[src/rtl/voice_scheduler_pkg.sv]
// rtl/voice_scheduler_pkg.sv - shared types, widths and note table for the voice scheduler
//
// Purpose: holds the FSM state encoding, voice count, note-code field widths,
// period width and the octave-0 half-period table used by freq_gen.
// Ports: none (package).

package voice_scheduler_pkg;

  localparam int NUM_VOICES    = 4;
  localparam int VOICE_W       = 2;
  localparam int OCT_W         = 3;
  localparam int NOTE_W        = 4;
  localparam int CODE_W        = OCT_W + NOTE_W;
  localparam int PERIOD_W      = 13;
  localparam int MIX_W         = 3;
  localparam int NOTES_PER_OCT = 12;
  localparam int MAX_OCTAVE    = 4;

  typedef enum logic [1:0] {
    ST_IDLE   = 2'd0,
    ST_LOOKUP = 2'd1,
    ST_LOAD   = 2'd2
  } state_e;

  // Octave-0 half-periods in clocks, equal-tempered from C = 5968.
  // Higher octaves are derived by right-shifting, so only one octave is stored.
  function automatic logic [PERIOD_W-1:0] base_period(input logic [NOTE_W-1:0] note);
    case (note)
      4'd0:    base_period = 13'd5968;
      4'd1:    base_period = 13'd5633;
      4'd2:    base_period = 13'd5317;
      4'd3:    base_period = 13'd5018;
      4'd4:    base_period = 13'd4737;
      4'd5:    base_period = 13'd4471;
      4'd6:    base_period = 13'd4220;
      4'd7:    base_period = 13'd3983;
      4'd8:    base_period = 13'd3760;
      4'd9:    base_period = 13'd3549;
      4'd10:   base_period = 13'd3349;
      4'd11:   base_period = 13'd3161;
      default: base_period = 13'd0;
    endcase
  endfunction

endpackage

[src/rtl/freq_gen.sv]
// rtl/freq_gen.sv - note code to half-period lookup with one registered stage
//
// Purpose: maps a 7-bit note code {octave, note} to a 13-bit half-period.
// Notes 12-15 and octaves 5-7 map to 0 (silent).
// Ports:
//   clk      in   system clock
//   code_i   in   note code {octave[2:0], note[3:0]}
//   period_o out  registered half-period, valid one cycle after code_i

module freq_gen
  import voice_scheduler_pkg::*;
(
  input  logic                clk,
  input  logic [CODE_W-1:0]   code_i,
  output logic [PERIOD_W-1:0] period_o
);

  logic [OCT_W-1:0]    octave;
  logic [NOTE_W-1:0]   note;
  logic [PERIOD_W-1:0] period_d;
  logic [PERIOD_W-1:0] period_q;

  assign octave = code_i[CODE_W-1 -: OCT_W];
  assign note   = code_i[NOTE_W-1:0];

  always_comb begin
    period_d = '0;
    if ((note < NOTE_W'(NOTES_PER_OCT)) && (octave <= OCT_W'(MAX_OCTAVE))) begin
      period_d = base_period(note) >> octave;
    end
  end

  // Table output carries no reset: it is only consumed in LOAD, which always
  // follows a LOOKUP cycle that refreshed it.
  always_ff @(posedge clk) begin
    period_q <= period_d;
  end

  assign period_o = period_q;

endmodule

[src/rtl/voice_scheduler.sv]
// rtl/voice_scheduler.sv - four-voice square-wave tone scheduler with shared note lookup
//
// Purpose: accepts note on/off requests, looks up the half-period through a
// single shared freq_gen, and runs one square-wave divider per voice.
// Ports:
//   clk           in   system clock
//   rst           in   synchronous active-high reset
//   req_valid     in   note update request
//   req_ready     out  request can be accepted this cycle
//   req_voice     in   target voice 0-3
//   req_on        in   1 = note on with req_code, 0 = note off
//   req_code      in   note code {octave, note}
//   voice_sq      out  square wave per voice
//   voice_active  out  voice has a nonzero half-period loaded
//   mix           out  registered popcount of voice_sq (one-cycle lag)

module voice_scheduler
  import voice_scheduler_pkg::*;
(
  input  logic                  clk,
  input  logic                  rst,
  input  logic                  req_valid,
  output logic                  req_ready,
  input  logic [VOICE_W-1:0]    req_voice,
  input  logic                  req_on,
  input  logic [CODE_W-1:0]     req_code,
  output logic [NUM_VOICES-1:0] voice_sq,
  output logic [NUM_VOICES-1:0] voice_active,
  output logic [MIX_W-1:0]      mix
);

  state_e state_q, state_d;

  logic [VOICE_W-1:0]    voice_q, voice_d;
  logic [CODE_W-1:0]     code_q, code_d;
  logic                  load_en;
  logic                  off_en;
  logic [PERIOD_W-1:0]   lut_period;

  logic [PERIOD_W-1:0]   period_q [NUM_VOICES];
  logic [PERIOD_W-1:0]   period_d [NUM_VOICES];
  logic [PERIOD_W-1:0]   cnt_q    [NUM_VOICES];
  logic [PERIOD_W-1:0]   cnt_d    [NUM_VOICES];
  logic [NUM_VOICES-1:0] sq_q, sq_d;
  logic [NUM_VOICES-1:0] active_q, active_d;
  logic [MIX_W-1:0]      mix_q, mix_d;

  // The captured code feeds the lookup continuously; its registered output is
  // only sampled in LOAD.
  freq_gen u_freq_gen (
    .clk      (clk),
    .code_i   (code_q),
    .period_o (lut_period)
  );

  always_comb begin
    state_d   = state_q;
    voice_d   = voice_q;
    code_d    = code_q;
    req_ready = 1'b0;
    load_en   = 1'b0;
    off_en    = 1'b0;
    unique case (state_q)
      ST_IDLE: begin
        req_ready = 1'b1;
        if (req_valid) begin
          voice_d = req_voice;
          code_d  = req_code;
          if (req_on) begin
            state_d = ST_LOOKUP;
          end else begin
            off_en = 1'b1;
          end
        end
      end
      ST_LOOKUP: begin
        state_d = ST_LOAD;
      end
      ST_LOAD: begin
        load_en = 1'b1;
        state_d = ST_IDLE;
      end
      default: begin
        state_d = ST_IDLE;
      end
    endcase
  end

  // Per-voice divider. A LOAD or note-off for a voice overrides its counter
  // step that cycle; a reload keeps the current output level so a pitch change
  // does not glitch the phase.
  always_comb begin
    sq_d     = sq_q;
    active_d = '0;
    mix_d    = '0;
    for (int i = 0; i < NUM_VOICES; i++) begin
      period_d[i] = period_q[i];
      cnt_d[i]    = cnt_q[i];
      if (load_en && (voice_q == VOICE_W'(i))) begin
        period_d[i] = lut_period;
        if (lut_period != '0) begin
          cnt_d[i] = lut_period - PERIOD_W'(1);
        end else begin
          cnt_d[i] = '0;
          sq_d[i]  = 1'b0;
        end
      end else if (off_en && (req_voice == VOICE_W'(i))) begin
        period_d[i] = '0;
        cnt_d[i]    = '0;
        sq_d[i]     = 1'b0;
      end else if (period_q[i] != '0) begin
        if (cnt_q[i] != '0) begin
          cnt_d[i] = cnt_q[i] - PERIOD_W'(1);
        end else begin
          sq_d[i]  = ~sq_q[i];
          cnt_d[i] = period_q[i] - PERIOD_W'(1);
        end
      end else begin
        cnt_d[i] = '0;
        sq_d[i]  = 1'b0;
      end
      // Derived from the next period so voice_active moves on the same edge
      // as the period write.
      active_d[i] = (period_d[i] != '0);
      mix_d       = mix_d + MIX_W'(sq_q[i]);
    end
  end

  always_ff @(posedge clk) begin
    if (rst) begin
      state_q  <= ST_IDLE;
      voice_q  <= '0;
      code_q   <= '0;
      sq_q     <= '0;
      active_q <= '0;
      mix_q    <= '0;
      for (int i = 0; i < NUM_VOICES; i++) begin
        period_q[i] <= '0;
        cnt_q[i]    <= '0;
      end
    end else begin
      state_q  <= state_d;
      voice_q  <= voice_d;
      code_q   <= code_d;
      sq_q     <= sq_d;
      active_q <= active_d;
      mix_q    <= mix_d;
      for (int i = 0; i < NUM_VOICES; i++) begin
        period_q[i] <= period_d[i];
        cnt_q[i]    <= cnt_d[i];
      end
    end
  end

  assign voice_sq     = sq_q;
  assign voice_active = active_q;
  assign mix          = mix_q;

endmodule

[config.mk]
export PLATFORM = sky130hd
export DESIGN_NAME = voice_scheduler
export DESIGN_NICKNAME = d
export VERILOG_FILES = /design/src/rtl/voice_scheduler_pkg.sv /design/src/rtl/freq_gen.sv /design/src/rtl/voice_scheduler.sv
export SDC_FILE = /design/constraint.sdc
export NUM_CORES = 1
export LEC_CHECK = 0
export ABC_CLOCK_PERIOD_IN_PS = 4550
export BUFFER_PORTS_ARGS = -buffer_cell sky130_fd_sc_hd__buf_4
export CORE_MARGIN = 1.5
export CORE_UTILIZATION = 60
export DETAILED_ROUTE_END_ITERATION = 7
export GPL_TIMING_DRIVEN = 0
export HOLD_SLACK_MARGIN = 0.12
export MAX_ROUTING_LAYER = met4
export PLACE_DENSITY = 0.78
export SYNTH_ARGS = -nofsm -noshare
export SYNTH_HDL_FRONTEND = slang
export SYNTH_HIERARCHICAL = 1
export SYNTH_SLANG_ARGS = --single-unit
[constraint.sdc]
create_clock -name clk -period 4.55 [get_ports clk]
set_clock_uncertainty 0.1 [all_clocks]
set_input_delay 0.91 -clock clk [delete_from_list [all_inputs] [get_ports clk]]
set_output_delay 0.91 -clock clk [all_outputs]
set_load 0.01 [all_outputs]
---- Word level (Yosys, flattened, before mapping) ----
Memory sizes are Yosys's and may differ from the RTL's. A register that Yosys moved wholly into a read port is not among the register bits.
Cells that the tools add are included.
operators by class
  add/sub/neg operators ................... 12
  multiply operators ...................... 0
  divide/modulo/power cells ............... 0
  magnitude comparators ................... 2
  equality and inequality tests ........... 18
  shift operators ......................... 1
  mux-type cells .......................... 64
  bitwise gates (word level) .............. 12
  reduce and logical (&&, ||, !) cells .... 31
operators by type and width
  operator                                                               count
  13-bit two-way mux                                                     34
  13-bit nonzero test                                                    13
  13-bit by 1-bit subtractor with 13-bit output (second input constant)  9
  1-bit two-way mux                                                      25
  4-bit inequality test (second input constant)                          4
  13-bit by 3-bit >> shifter with 13-bit output                          1
  2-bit inequality test (second input constant)                          6
  2-bit AND reduction                                                    6
  2-bit == test (second input constant)                                  5
  1-bit logical AND                                                      9
  4-bit two-way mux                                                      2
  1-bit OR                                                               8
  2-bit by 1-bit == test with 1-bit output (second input constant)       3
  2-bit zero test                                                        3
  4-bit < comparator (second input constant)                             1
  2-bit two-way mux                                                      2
  1-bit inverter                                                         4
  2-bit case mux with 2 select lines                                     1
  2-bit by 1-bit adder with 3-bit output                                 1
  3-bit by 1-bit adder with 3-bit output                                 1
  3-bit less-or-equal comparator (second input constant)                 1
  1-bit by 1-bit adder with 2-bit output                                 1
word-level totals
  register bits after elaboration ......... 35
  bits in latches ......................... 0
  bits in writable memories ............... 104
  bits in read-only memories .............. 208
  word-level logic and storage cells ...... 153
  memories kept ........................... 3
memory list
  memory            depth  bits a word  read ports  clocked after Yosys merged registers in  wr ports  RTL line                   RTL
  (name not given)  16     13           1           1                                        0         voice_scheduler_pkg.sv:28  case (note)
  cnt_q             4      13           4           0                                        4         voice_scheduler.sv:42      logic [PERIOD_W-1:0] cnt_q [NUM_VOICES];
  period_q          4      13           4           0                                        4         voice_scheduler.sv:40      logic [PERIOD_W-1:0] period_q [NUM_VOICES];

---- Logic depth before layout (Yosys ltp) ----
Gate-level depths: netlist of the first run.
  depth after elaboration ................. 7
  depth in mapped cells ................... 12
  mapped depth without buffers ............ 10

---- Cells and area by module ----
The synthesis of the first run kept the hierarchy.
modules (own cells, without submodules)
  module           times used  cells an instance  area each (sq um)  sequential area each (sq um)
  voice_scheduler  1           855                6650.1             2522.4
  freq_gen         1           158                1268.7             260.2

---- Worst setup path after synthesis of the first run ----
No wires, ideal clock.
  path kind ............................... input -> register
  from .................................... input req_valid
  to ...................................... memory cnt_q[1][12]
  setup time .............................. 0.135 ns
  arrival ................................. 2.290 ns
  required time ........................... 4.315 ns
  slack ................................... 2.025 ns
  stages on the path ...................... 6
  path buffers ............................ 1
  cell sequence ........................... or3b_1 -> or4b_1 -> o21ai_1 -> or3_1 -> buf_2 -> o22ai_1
RTL lines
  item                RTL line               RTL
  start: declaration  voice_scheduler.sv:22  input logic req_valid,
  end: declaration    voice_scheduler.sv:42

==> summary.md, run 1 <==
| Metric | Value |
|---|---|
| Outcome | `finished, final reports clean` |
| Total routed wirelength | `23950 um` |
| Yosys top cell by area | `dfxtp_1` |
| Post-synth EDFFs | `0` |
| FF-to-FF setup slack | `between 1500 and 2000 ps` |
| Crit Path Max Fanout | `10` |
| Tot Pwr | `3689 uW` |
| Area growth syn-to-layout | `12.62%` |
| Top cells by area in the synthesized netlist | `dfxtp_1 (35%), a21oi_1 (7.9%), nand2_1 (6.2%), nor2_1 (4.2%), nand3_1 (4.1%)` |
| Fin area | `0.008919 mm2` |
| Hold WC Path Type | `reg2reg` |
| FF/Latch Area | `between 0.002 and 0.003 mm2` |
| Synthesized netlist cell count | `slightly above 1000` |
| H-tree levels | `4` |
| Crit end category | `flop` |
| Yosys Warn Count | `6` |
| Clock Latency Late Sink | `430 ps` |
| Worst Path Buf+Inv | `2` |
| R2R depth | `8` |
| Final RePlAce weighted congestion | `between 1 and 1.5` |
| Ant. Diodes | `0` |
| Final Cycle Share | `66.61%` |
| Root buffer cell | `clkbuf_16` |
| Peak supply drop | `0.0003190 V` |
| Post-synth cell types | `90` |
| Hold Buf Count CTS | `0` |
| Routed Antenna Nets | `0` |
| Fin cells | `1241` |
| RSZ-0062 raised after global routing | `false` |
| Worst Tran Pin Value | `roughly 1200 ps` |
| # fillers | `~1100` |
| RR Endpoint | `cnt_q[1][10]` |
| Clock slew at reported path FFs | `60 ps` |
| Dpl cell area | `0.008314 mm2` |
| GRT Residual Overflow | `0` |
| Final nets | `1082` |
| Vias in the first global route | `7332` |
| Std cell rows | `41` |
| CP startpoint kind | `flop` |
| Drt initial violations | `between 900 and 1000` |
| CP top delay family | `multiplexers` |
| Dpl cells | `1209` |
| Fmax | `0.3300 GHz` |
| Slew headroom | `22.51%` |
| Critical Path, Cell by Cell | `clkbuf_1, inv_1, ha_1, nor2b_1, nand2_1, nor4_1, mux2i_1, o22ai_1` |
| Slowest CP cell | `mux2i_1` |
| Pwr dens | `roughly 410 mW/mm2` |
| CTS tree | `yes` |
| Routed vias | `8068` |
| Synth top area share | `35.14%` |
| Ys async rst share | `0%` |
| CP startpoint | `u_freq_gen/period_o[0]` |
| Critical Path RT | `4730 ps` |
| Netlist Area Pre-Place | `0.007919 mm2` |
| Share of cells above drive strength 1 | `10.57%` |
| Max-cap violations | `0` |
| Yosys reg bits | `139` |
| CTS max path bufs | `2` |
| Die Y | `about 120 um` |
| Post-synthesis sequential area ratio | `35.14%` |
| Syn avg cell area | `a little under 8 um2` |
| Worst EP arrival | `3210 ps` |
| Final setup fails | `0` |
| Worst setup path end | `cnt_q[1][10]` |
| Post-DR wirelength/cell | `19.30 um` |
| Core area | `0.01277 mm2` |
| Clock Sink Count | `139` |
| Setup bufs post-CTS | `0` |
| # port buffers | `24` |
| CP peak stage delay | `890 ps` |
| Setup_tns | `0 ps` |
| P_leak | `approximately 0.0034 uW` |
| Syn Nets | `1039` |
| Area taken by multi-input logic gates | `0.004770 mm2` |
| Critical path class | `reg2reg` |
| Commonest non-fill, non-tap cell in the layout | `dfxtp_1` |
| All-Layer GR Usage | `~36%` |
| Largest net degree at the start of global routing | `17` |
| Initial antenna violation count | `0` |
| First-pass GRT wire length | `37890 um` |
| Tmin final | `3031 ps` |
| Max-slew violations | `0` |
| Most frequent cells in the layout | `dfxtp_1 (139), nand2_1 (130), a21oi_1 (125), nor2_1 (88), nand3_1 (65)` |
| Final Hold Viols | `0` |
| CTS Buf Count | `17` |
| PostCTS Resize Cnt | `0` |
| Vias/cell | `6.501` |
| Die area | `0.01390 mm2` |
| DRT Pass-1 Iters | `6` |
| Initial Util | `61.99%` |
| RR Startpoint | `u_freq_gen/period_o[0]` |
| Remaining routing DRC violations | `0` |
| Die X | `117.9 um` |
| I/O pin total | `25` |
| WP depth | `8` |
| Most used DFF post-synth | `dfxtp_1` |
| Detailed Place HPWL | `16670 um` |
[layout make-up]
type / count / share of cell area, %
multi-input cells: 793 / 53.48
clock buffers: 21 / 5.163
well taps: 172 / 2.413
repair buffers: 24 / 2.020
clock inverters: 11 / 1.613
inverters: 16 / 0.6734
plain buffers: 65 / 3.437
flip-flops and latches: 139 / 31.20
[per-stage QoR]
| stage | hold WS (ps) | util, % | setup slack, ps |
|---|---|---|---|
| finish | 392.1 | 69.82 | 1519 |
| global route | 404.9 | 69.82 | 1370 |
| CTS | 389.0 | 69.82 | 1624 |
| detailed placement | 381.8 | 65.09 | 1598 |
| global placement | 373.6 | 65.09 | 1582 |
| floorplan | 348.5 | - | 2025 |
[layer usage]
metal | GRT usage (%) | wire length, um
met5 | - | 0
met4 | 15.09 | 961
met3 | 6.444 | 2495
met2 | 54.82 | 10810
met1 | 45.80 | 9682
[flip-flops by register name, summed over array words and instances (netlist names)]
name	cells
voice_q	2
code_q	7
voice_sq	4
period_q	52
mix	3
voice_active	4
cnt_q	52
u_freq_gen/period_o	13
state_q	2
[how the worst min path moves through the flow]
stage / start / endpoint / slack [ps] / depth (start not counted)
final: code_q[6] / code_q[6] / 390 / 2
after global routing: period_q[2][10] / period_q[2][10] / 400 / 2
after CTS: code_q[6] / code_q[6] / 390 / 2
after detailed placement: code_q[6] / code_q[6] / 380 / 2
after global placement: state_q[1] / state_q[1] / 370 / 1
after floorplan: code_q[6] / code_q[6] / 350 / 2
[power breakdown]
group	internal [uW]	switching (uW)
clock network	887	536
registers	1270	63.8
logic	321	607
[synth_stat cells (5+ instances only)]
library cell  instances
o21ai_0              21
nand4_1               9
nor4_2                6
nor2_1               88
and3_1                6
inv_1                14
xnor2_1              17
a21oi_1             125
a31oi_1              11
nor3b_1               7
nor3_1               28
o211a_1               5
nand2b_1             17
o211ai_1              7
ha_1                 12
nand2_1             130
dfxtp_1             139
xor2_1               24
clkbuf_1             39
nand4b_1              6
buf_2                18
nor4_1               17
nand3_1              65
a311oi_1              7
or3_1                 9
o31ai_1               8
o21ai_1              17
o22ai_1              32
a21o_1                7
nor2b_1              11
[tightest hold or removal path: stages (launching register included)]
cell,delay (ps)
dfxtp_1,330
nand2_1,60
a21oi_1,50
[cell families after synthesis]
logic type	share of synthesized area, %
buffers and inverters	4.629
XOR/XNOR	4.535
AO/OA/AOI/OAI	23.34
AND/OR/NAND/NOR	29.14
multiplexers	1.074
flip-flops	35.14
adder cells (fa/ha/maj)	2.149
No activity file was read; power rests on OpenSTA's default activity.
==> inputs of run 2 (changes only) <==
--- a/config.mk
+++ b/config.mk
@@ -5,15 +5,15 @@
 export SDC_FILE = /design/constraint.sdc
 export NUM_CORES = 1
 export LEC_CHECK = 0
-export ABC_CLOCK_PERIOD_IN_PS = 4550
+export ABC_CLOCK_PERIOD_IN_PS = 2500
 export BUFFER_PORTS_ARGS = -buffer_cell sky130_fd_sc_hd__buf_4
 export CORE_MARGIN = 1.5
-export CORE_UTILIZATION = 60
+export CORE_UTILIZATION = 56
 export DETAILED_ROUTE_END_ITERATION = 7
 export GPL_TIMING_DRIVEN = 0
 export HOLD_SLACK_MARGIN = 0.12
 export MAX_ROUTING_LAYER = met4
-export PLACE_DENSITY = 0.78
+export PLACE_DENSITY = 0.77
 export SYNTH_ARGS = -nofsm -noshare
 export SYNTH_HDL_FRONTEND = slang
 export SYNTH_HIERARCHICAL = 1
==> constraint.sdc (replaced) <==
create_clock -name clk -period 2.5 [get_ports clk]
set_clock_uncertainty 0.1 [all_clocks]
set_input_delay 0.5 -clock clk [delete_from_list [all_inputs] [get_ports clk]]
set_output_delay 0.5 -clock clk [all_outputs]
set_load 0.01 [all_outputs]
==> run 2 against run 1 <==
Compared with the run above: the flow now finishes with violations (negative setup slack); register-to-register slack worse by 1500 ps; die area is 7.0% higher; clock-buffer cell count is 1 higher; cell area is 4.8% higher; critical endpoint is now cnt_q[0][12]; highest routed layer unchanged.
==> summary.md, run 2 (synthesis gave the netlist of run 1 again) <==
| Metric | Value |
|---|---|
| Outcome | `finished with violations` |
| Failing checks | `negative setup slack` |
| Crit Path Max Fanout | `10 (unchanged)` |
| # port buffers | `24 (unchanged)` |
| Tot Pwr | `7012 uW (+90%)` |
| Routed Antenna Nets | `0 (unchanged)` |
| Vias in the first global route | `7284 (-0.65%)` |
| RR Startpoint | `u_freq_gen/period_o[0]` |
| Remaining routing DRC violations | `0 (unchanged)` |
| Final Cycle Share | `100.4% (+34 points)` |
| Detailed Place HPWL | `17000 um (+2.0%)` |
| Root buffer cell | `clkbuf_16` |
| Ant. Diodes | `0 (unchanged)` |
| Final Hold Viols | `0 (unchanged)` |
| Hold WC Path Type | `in2reg` |
| Vias/cell | `6.536 (+0.54%)` |
| CP startpoint kind | `flop` |
| Most frequent cells in the layout | `nand2_1 (129), dfxtp_1 (120), a21oi_1 (119), nor2_1 (88), nand3_1 (65)` |
| Routed vias | `8242 (+2.2%)` |
| Critical Path RT | `2670 ps (-2060 ps)` |
| Peak supply drop | `0.0006060 V (+90%)` |
| Slowest CP cell | `o31ai_2` |
| Setup_tns | `-10.77 ps (-10.77 ps)` |
| Final nets | `1096 (+1.3%)` |
| # fillers | `1126 (+6.0%)` |
| Core area | `0.01383 mm2 (+8.2%)` |
| Initial Util | `57.27% (-4.7 points)` |
| Crit end category | `flop` |
| CP startpoint | `u_freq_gen/period_o[0]` |
| Max-cap violations | `0 (unchanged)` |
| All-Layer GR Usage | `34.85% (-0.66 points)` |
| Std cell rows | `43 (+4.9%)` |
| Clock Sink Count | `139 (unchanged)` |
| Area growth syn-to-layout | `18.04%` |
| Critical Path, Cell by Cell | `inv_1, ha_1, nor2b_1, nand2_1, o31ai_2, o22ai_1` |
| CTS Buf Count | `17 (unchanged)` |
| Fmax | `0.3983 GHz (+21%)` |
| Commonest non-fill, non-tap cell in the layout | `nand2_1` |
| Largest net degree at the start of global routing | `20 (+3)` |
| CP top delay family | `compound AO/OA/AOI/OAI gates` |
| Post-DR wirelength/cell | `20.12 um (+4.3%)` |
| RR Endpoint | `cnt_q[0][12]` |
| Final setup fails | `2 (+2)` |
| CTS tree | `yes` |
| GRT Residual Overflow | `0 (unchanged)` |
| Worst Tran Pin Value | `963.5 ps (-189.0 ps)` |
| Setup WS post-layout | `-10.74 ps (-1530 ps)` |
| Critical path class | `reg2reg` |
| Fin cells | `1261 (+1.6%)` |
| R2R depth | `6 (-2)` |
| Die Y | `121.9 um (+3.4%)` |
| Tmin final | `2511 ps (-519.8 ps)` |
| Pwr dens | `750.1 mW/mm2 (+81%)` |
| P_leak | `0.003575 uW (+5.6%)` |
| WP depth | `6 (-2)` |
| First-pass GRT wire length | `38520 um (+1.7%)` |
| Die area | `0.01486 mm2 (+7.0%)` |
| Hold Buf Count CTS | `0 (unchanged)` |
| Worst setup path end | `cnt_q[0][12]` |
| RSZ-0062 raised after global routing | `true` |
| Worst Path Buf+Inv | `1 (-1)` |
| Clock slew at reported path FFs | `60 ps (about the same)` |
| Die X | `121.9 um (+3.4%)` |
| Drt initial violations | `1010 (+7.0%)` |
| I/O pin total | `25 (unchanged)` |
| Initial antenna violation count | `0 (unchanged)` |
| Max-slew violations | `0 (unchanged)` |
| Final RePlAce weighted congestion | `0.9499 (-5.2%)` |
| Total routed wirelength | `25380 um (+6.0%)` |
| CTS max path bufs | `2 (unchanged)` |
| Share of cells above drive strength 1 | `16.28% (+5.7 points)` |
| Fin area | `0.009348 mm2 (+4.8%)` |
| FF-to-FF setup slack | `-10 ps (-1530 ps)` |
| Dpl cells | `1217 (+0.66%)` |
| CP peak stage delay | `820 ps (-70 ps)` |
| Clock Latency Late Sink | `430 ps (about the same)` |
| Dpl cell area | `0.008324 mm2 (+0.12%)` |
| DRT Pass-1 Iters | `6 (unchanged)` |
| Slew headroom | `35.38% (+13 points)` |
| H-tree levels | `4 (unchanged)` |
| Worst EP arrival | `2680 ps (-530 ps)` |
[run 2: metal layers]
layer	track usage [%]	share of wire [%]
met3	6.648	9.8
met4	16.10	4.7
met5	-	0
met2	53.83	46
met1	44.11	40
[run 2: timing repair]
item                       CTS  global route
gates cloned                 0             0
setup buffers                8            12
setup endpoints to repair   32            44
gates resized for setup     32            42
pin swaps                    5            12
[run 2: metrics by stage]
step           hold WS (ps)  utilization (%)  worst slack (ps)
6_report              214.7            67.60            -10.74
5_1_grt               208.5            67.60            -91.37
4_1_cts               215.6            65.87             3.952
3_5_place_dp          375.9            60.20            -420.2
3_3_place_gp          370.1            60.20            -392.0
2_1_floorplan         348.5                -             24.54
[run 2: power by group]
part	total [uW]	leakage [uW]	internal, uW	switching, uW
combinational	1950	0.00215	800	1150
sequential	2510	0.00114	2320	188
clock	2550	0.000292	1630	921
total	7010	0.00357	4750	2260
[run 2: final cells by class]
cell class,count,area [um2],share of cell area [%]
clock inverters,8,117.6,1.258
clock buffers,22,474.2,5.073
multi-input cells,793,5009,53.58
repair buffers,44,342.8,3.668
plain buffers,59,302.8,3.239
flip-flops and latches,139,2816,30.13
well taps,180,225.2,2.409
inverters,16,60.06,0.6425
[run 2: worst min-delay path by stage]
stage,startpoint,endpoint,slack [ps],cells after the start
after floorplan,code_q[6],code_q[6],350,2
after global placement,code_q[6],code_q[6],370,2
after detailed placement,period_q[0][4],period_q[0][4],380,2
after CTS,req_code[0],code_q[0],220,3
after global routing,req_code[0],code_q[0],210,3
final,req_code[0],code_q[0],210,3
[run 2: worst min-delay path: stages]
cell and delay (ps):
buf_4 110, nand2_1 40, a21oi_1 50
==> inputs of run 3 (changes only) <==
--- a/config.mk
+++ b/config.mk
@@ -5,15 +5,15 @@
 export SDC_FILE = /design/constraint.sdc
 export NUM_CORES = 1
 export LEC_CHECK = 0
-export ABC_CLOCK_PERIOD_IN_PS = 2500
+export ABC_CLOCK_PERIOD_IN_PS = 3100
 export BUFFER_PORTS_ARGS = -buffer_cell sky130_fd_sc_hd__buf_4
 export CORE_MARGIN = 1.5
-export CORE_UTILIZATION = 56
+export CORE_UTILIZATION = 60
 export DETAILED_ROUTE_END_ITERATION = 7
 export GPL_TIMING_DRIVEN = 0
 export HOLD_SLACK_MARGIN = 0.12
 export MAX_ROUTING_LAYER = met4
-export PLACE_DENSITY = 0.77
+export PLACE_DENSITY = 0.78
 export SYNTH_ARGS = -nofsm -noshare
 export SYNTH_HDL_FRONTEND = slang
 export SYNTH_HIERARCHICAL = 1
==> constraint.sdc (replaced) <==
create_clock -name clk -period 3.1 [get_ports clk]
set_clock_uncertainty 0.1 [all_clocks]
set_input_delay 0.465 -clock clk [delete_from_list [all_inputs] [get_ports clk]]
set_output_delay 0.465 -clock clk [all_outputs]
set_load 0.01 [all_outputs]
==> run 3 against run 2 <==
Compared with the run above: the flow now finishes without violations; register-to-register slack gained 90 ps; critical path type unchanged; worst setup slack better by 91 ps; critical path depth increased by 2; sequential power shrank 22%; cell area shrank 4.3%; largest power group unchanged; highest routed layer unchanged; hold slack worse by 34 ps; clock power decreased by 18%; sequential cell count unchanged.
==> summary.md, run 3 (synthesis gave the netlist of run 1 again) <==
| Metric | Value |
|---|---|
| Total routed wirelength | `24100 um (-5.0%)` |
| PostCTS Resize Cnt | `0 (-100%)` |
| Clock Latency Late Sink | `430 ps (about the same)` |
| Die X | `117.9 um (-3.3%)` |
| Routed Antenna Nets | `0 (unchanged)` |
| Fin cells | `1241 (-1.6%)` |
| Pwr dens | `606.7 mW/mm2 (-19%)` |
| Final RePlAce weighted congestion | `1.002 (+5.5%)` |
| H-tree levels | `4 (unchanged)` |
| Dpl cells | `1209 (-0.66%)` |
| Worst EP arrival | `3200 ps (+520 ps)` |
| Routed vias | `8068 (-2.1%)` |
| Setup_tns | `0 ps (+10.77 ps)` |
| Root buffer cell | `clkbuf_16` |
| Share of cells above drive strength 1 | `10.76% (-5.5 points)` |
| CTS max path bufs | `2 (unchanged)` |
| # port buffers | `24 (unchanged)` |
| Critical Path RT | `3280 ps (+610 ps)` |
| Slew headroom | `21.93% (-13 points)` |
| Hold WC Path Type | `in2reg` |
| GRT Residual Overflow | `0 (unchanged)` |
| Sw frac | `32.82% (+0.54 points)` |
| Crit end category | `flop` |
| All-Layer GR Usage | `35.51% (+0.66 points)` |
| Clock slew at reported path FFs | `60 ps (about the same)` |
| I/O pin total | `25 (unchanged)` |
| Layout Utilization | `70.05% (+2.4 points)` |
| Worst hold stages | `3 (unchanged)` |
| Outcome | `finished, final reports clean` |
| Clk network pwr share | `38.5% (+2.2 points)` |
| Crit Path Max Fanout | `10 (unchanged)` |
| Ant. Diodes | `0 (unchanged)` |
| Final Cycle Share | `97.43% (-3.0 points)` |
| Worst setup path end | `cnt_q[1][10]` |
| Most frequent cells in the layout | `dfxtp_1 (139), nand2_1 (130), a21oi_1 (125), nor2_1 (88), nand3_1 (65)` |
| P_leak | `0.003402 uW (-4.8%)` |
| RSZ-0062 raised after global routing | `false` |
| Seq pwr share | `36.2% (+0.4 points)` |
| Detailed Place HPWL | `16670 um (-2.0%)` |
| Hold Buf Count CTS | `0 (unchanged)` |
| Clock Sink Count | `139 (unchanged)` |
| Core area | `0.01277 mm2 (-7.6%)` |
| Initial antenna violation count | `0 (unchanged)` |
| CTS tree | `yes` |
| Vias/cell | `6.501 (-0.53%)` |
| CP startpoint | `u_freq_gen/period_o[0]` |
| CTS Buf Count | `17 (unchanged)` |
| Post-DR wirelength/cell | `19.42 um (-3.5%)` |
| Largest net degree at the start of global routing | `17 (-15%)` |
| Remaining routing DRC violations | `0 (unchanged)` |
| R2R depth | `8 (+2)` |
| Max-cap violations | `0 (unchanged)` |
| Final nets | `1082 (-1.3%)` |
| Peak supply drop | `0.0004657 V (-23%)` |
| Fmax | `0.3311 GHz (-17%)` |
| # fillers | `1055 (-6.3%)` |
| Vias in the first global route | `7332 (+0.66%)` |
| Tmin final | `3020 ps (+509.5 ps)` |
| Int Power | `3647 uW (-23%)` |
| Commonest non-fill, non-tap cell in the layout | `dfxtp_1` |
| Final Hold Viols | `0 (unchanged)` |
| RR Startpoint | `u_freq_gen/period_o[0]` |
| Comb power frac | `25.2% (-2.7 points)` |
| Max-slew violations | `0 (unchanged)` |
| Final setup fails | `0 (-2)` |
| FF-to-FF setup slack | `80 ps (+90 ps)` |
| Worst Tran Pin Value | `1161 ps (+197.7 ps)` |
| Std cell rows | `41 (-4.7%)` |
| RR Endpoint | `cnt_q[1][10]` |
| Critical path class | `reg2reg` |
| Die Y | `117.9 um (-3.3%)` |
| Initial Util | `61.99% (+4.7 points)` |
| Die area | `0.01390 mm2 (-6.5%)` |
| Setup bufs post-CTS | `0 (-8)` |
| CP startpoint kind | `flop` |
| Area growth syn-to-layout | `12.99%` |
| Net switching power | `1782 uW (-21%)` |
| First-pass GRT wire length | `37890 um (-1.6%)` |
| WHS | `180.9 ps (-33.84 ps)` |
| DRT Pass-1 Iters | `6 (unchanged)` |
| Drt initial violations | `926 (-8.3%)` |
-- run 3: worst max-delay path: stages, from the launching register on --
cell and delay, ps:
dfxtp_1 290, clkbuf_1 290, inv_1 150, ha_1 260
nor2b_1 240, nand2_1 160, nor4_1 260, mux2i_1 900
o22ai_1 200
-- run 3: worst min path at each step --
| stage | end | slack (ps) | from |
|---|---|---|---|
| finish | code_q[1] | 180 | req_code[1] |
| global route | code_q[1] | 180 | req_code[1] |
| detailed placement | code_q[6] | 380 | code_q[6] |
| CTS | code_q[1] | 180 | req_code[1] |
| global placement | state_q[1] | 370 | state_q[1] |
| floorplan | code_q[6] | 350 | code_q[6] |
-- run 3: area by class of cell --
class / instances / area (um2) / area share (%)
multi-input combinational: 793 / 4798 / 53.63
sequential: 139 / 2783 / 31.10
clock inverter: 11 / 143.9 / 1.608
timing repair buffer: 24 / 180.2 / 2.014
buffer: 65 / 306.5 / 3.426
clock buffer: 21 / 460.4 / 5.146
tap: 172 / 215.2 / 2.405
inverter: 16 / 60.06 / 0.6712
-- run 3: stage by stage --
stage / area [um2] / total power (uW) / setup slack [ps]
3_5_place_dp: 8314 / 3306 / 211.9
6_report: 8947 / 5428 / 79.78
3_3_place_gp: 8314 / 3294 / 212.1
2_1_floorplan: 7919 / 2902 / 624.5
5_1_grt: 8947 / 5598 / 25.80
4_1_cts: 8919 / 5372 / 174.5
-- run 3: metal layers --
layer / vias to the layer above / track usage [%] / wire [um]
met5: - / - / 0
met4: 0 / 15.09 / 1042
met3: 78 / 6.444 / 2510
met2: 443 / 54.82 / 10810
met1: 3754 / 45.80 / 9731
li1: 3793 / - / -
-- run 3: power groups by stage --
stage,Combinational (uW),Sequential [uW],Clock [uW]
6_report,1370,1970,2090
3_5_place_dp,1310,2000,0
3_3_place_gp,1300,2000,0
5_1_grt,1450,1970,2170
4_1_cts,1320,1960,2090
2_1_floorplan,934,1970,0
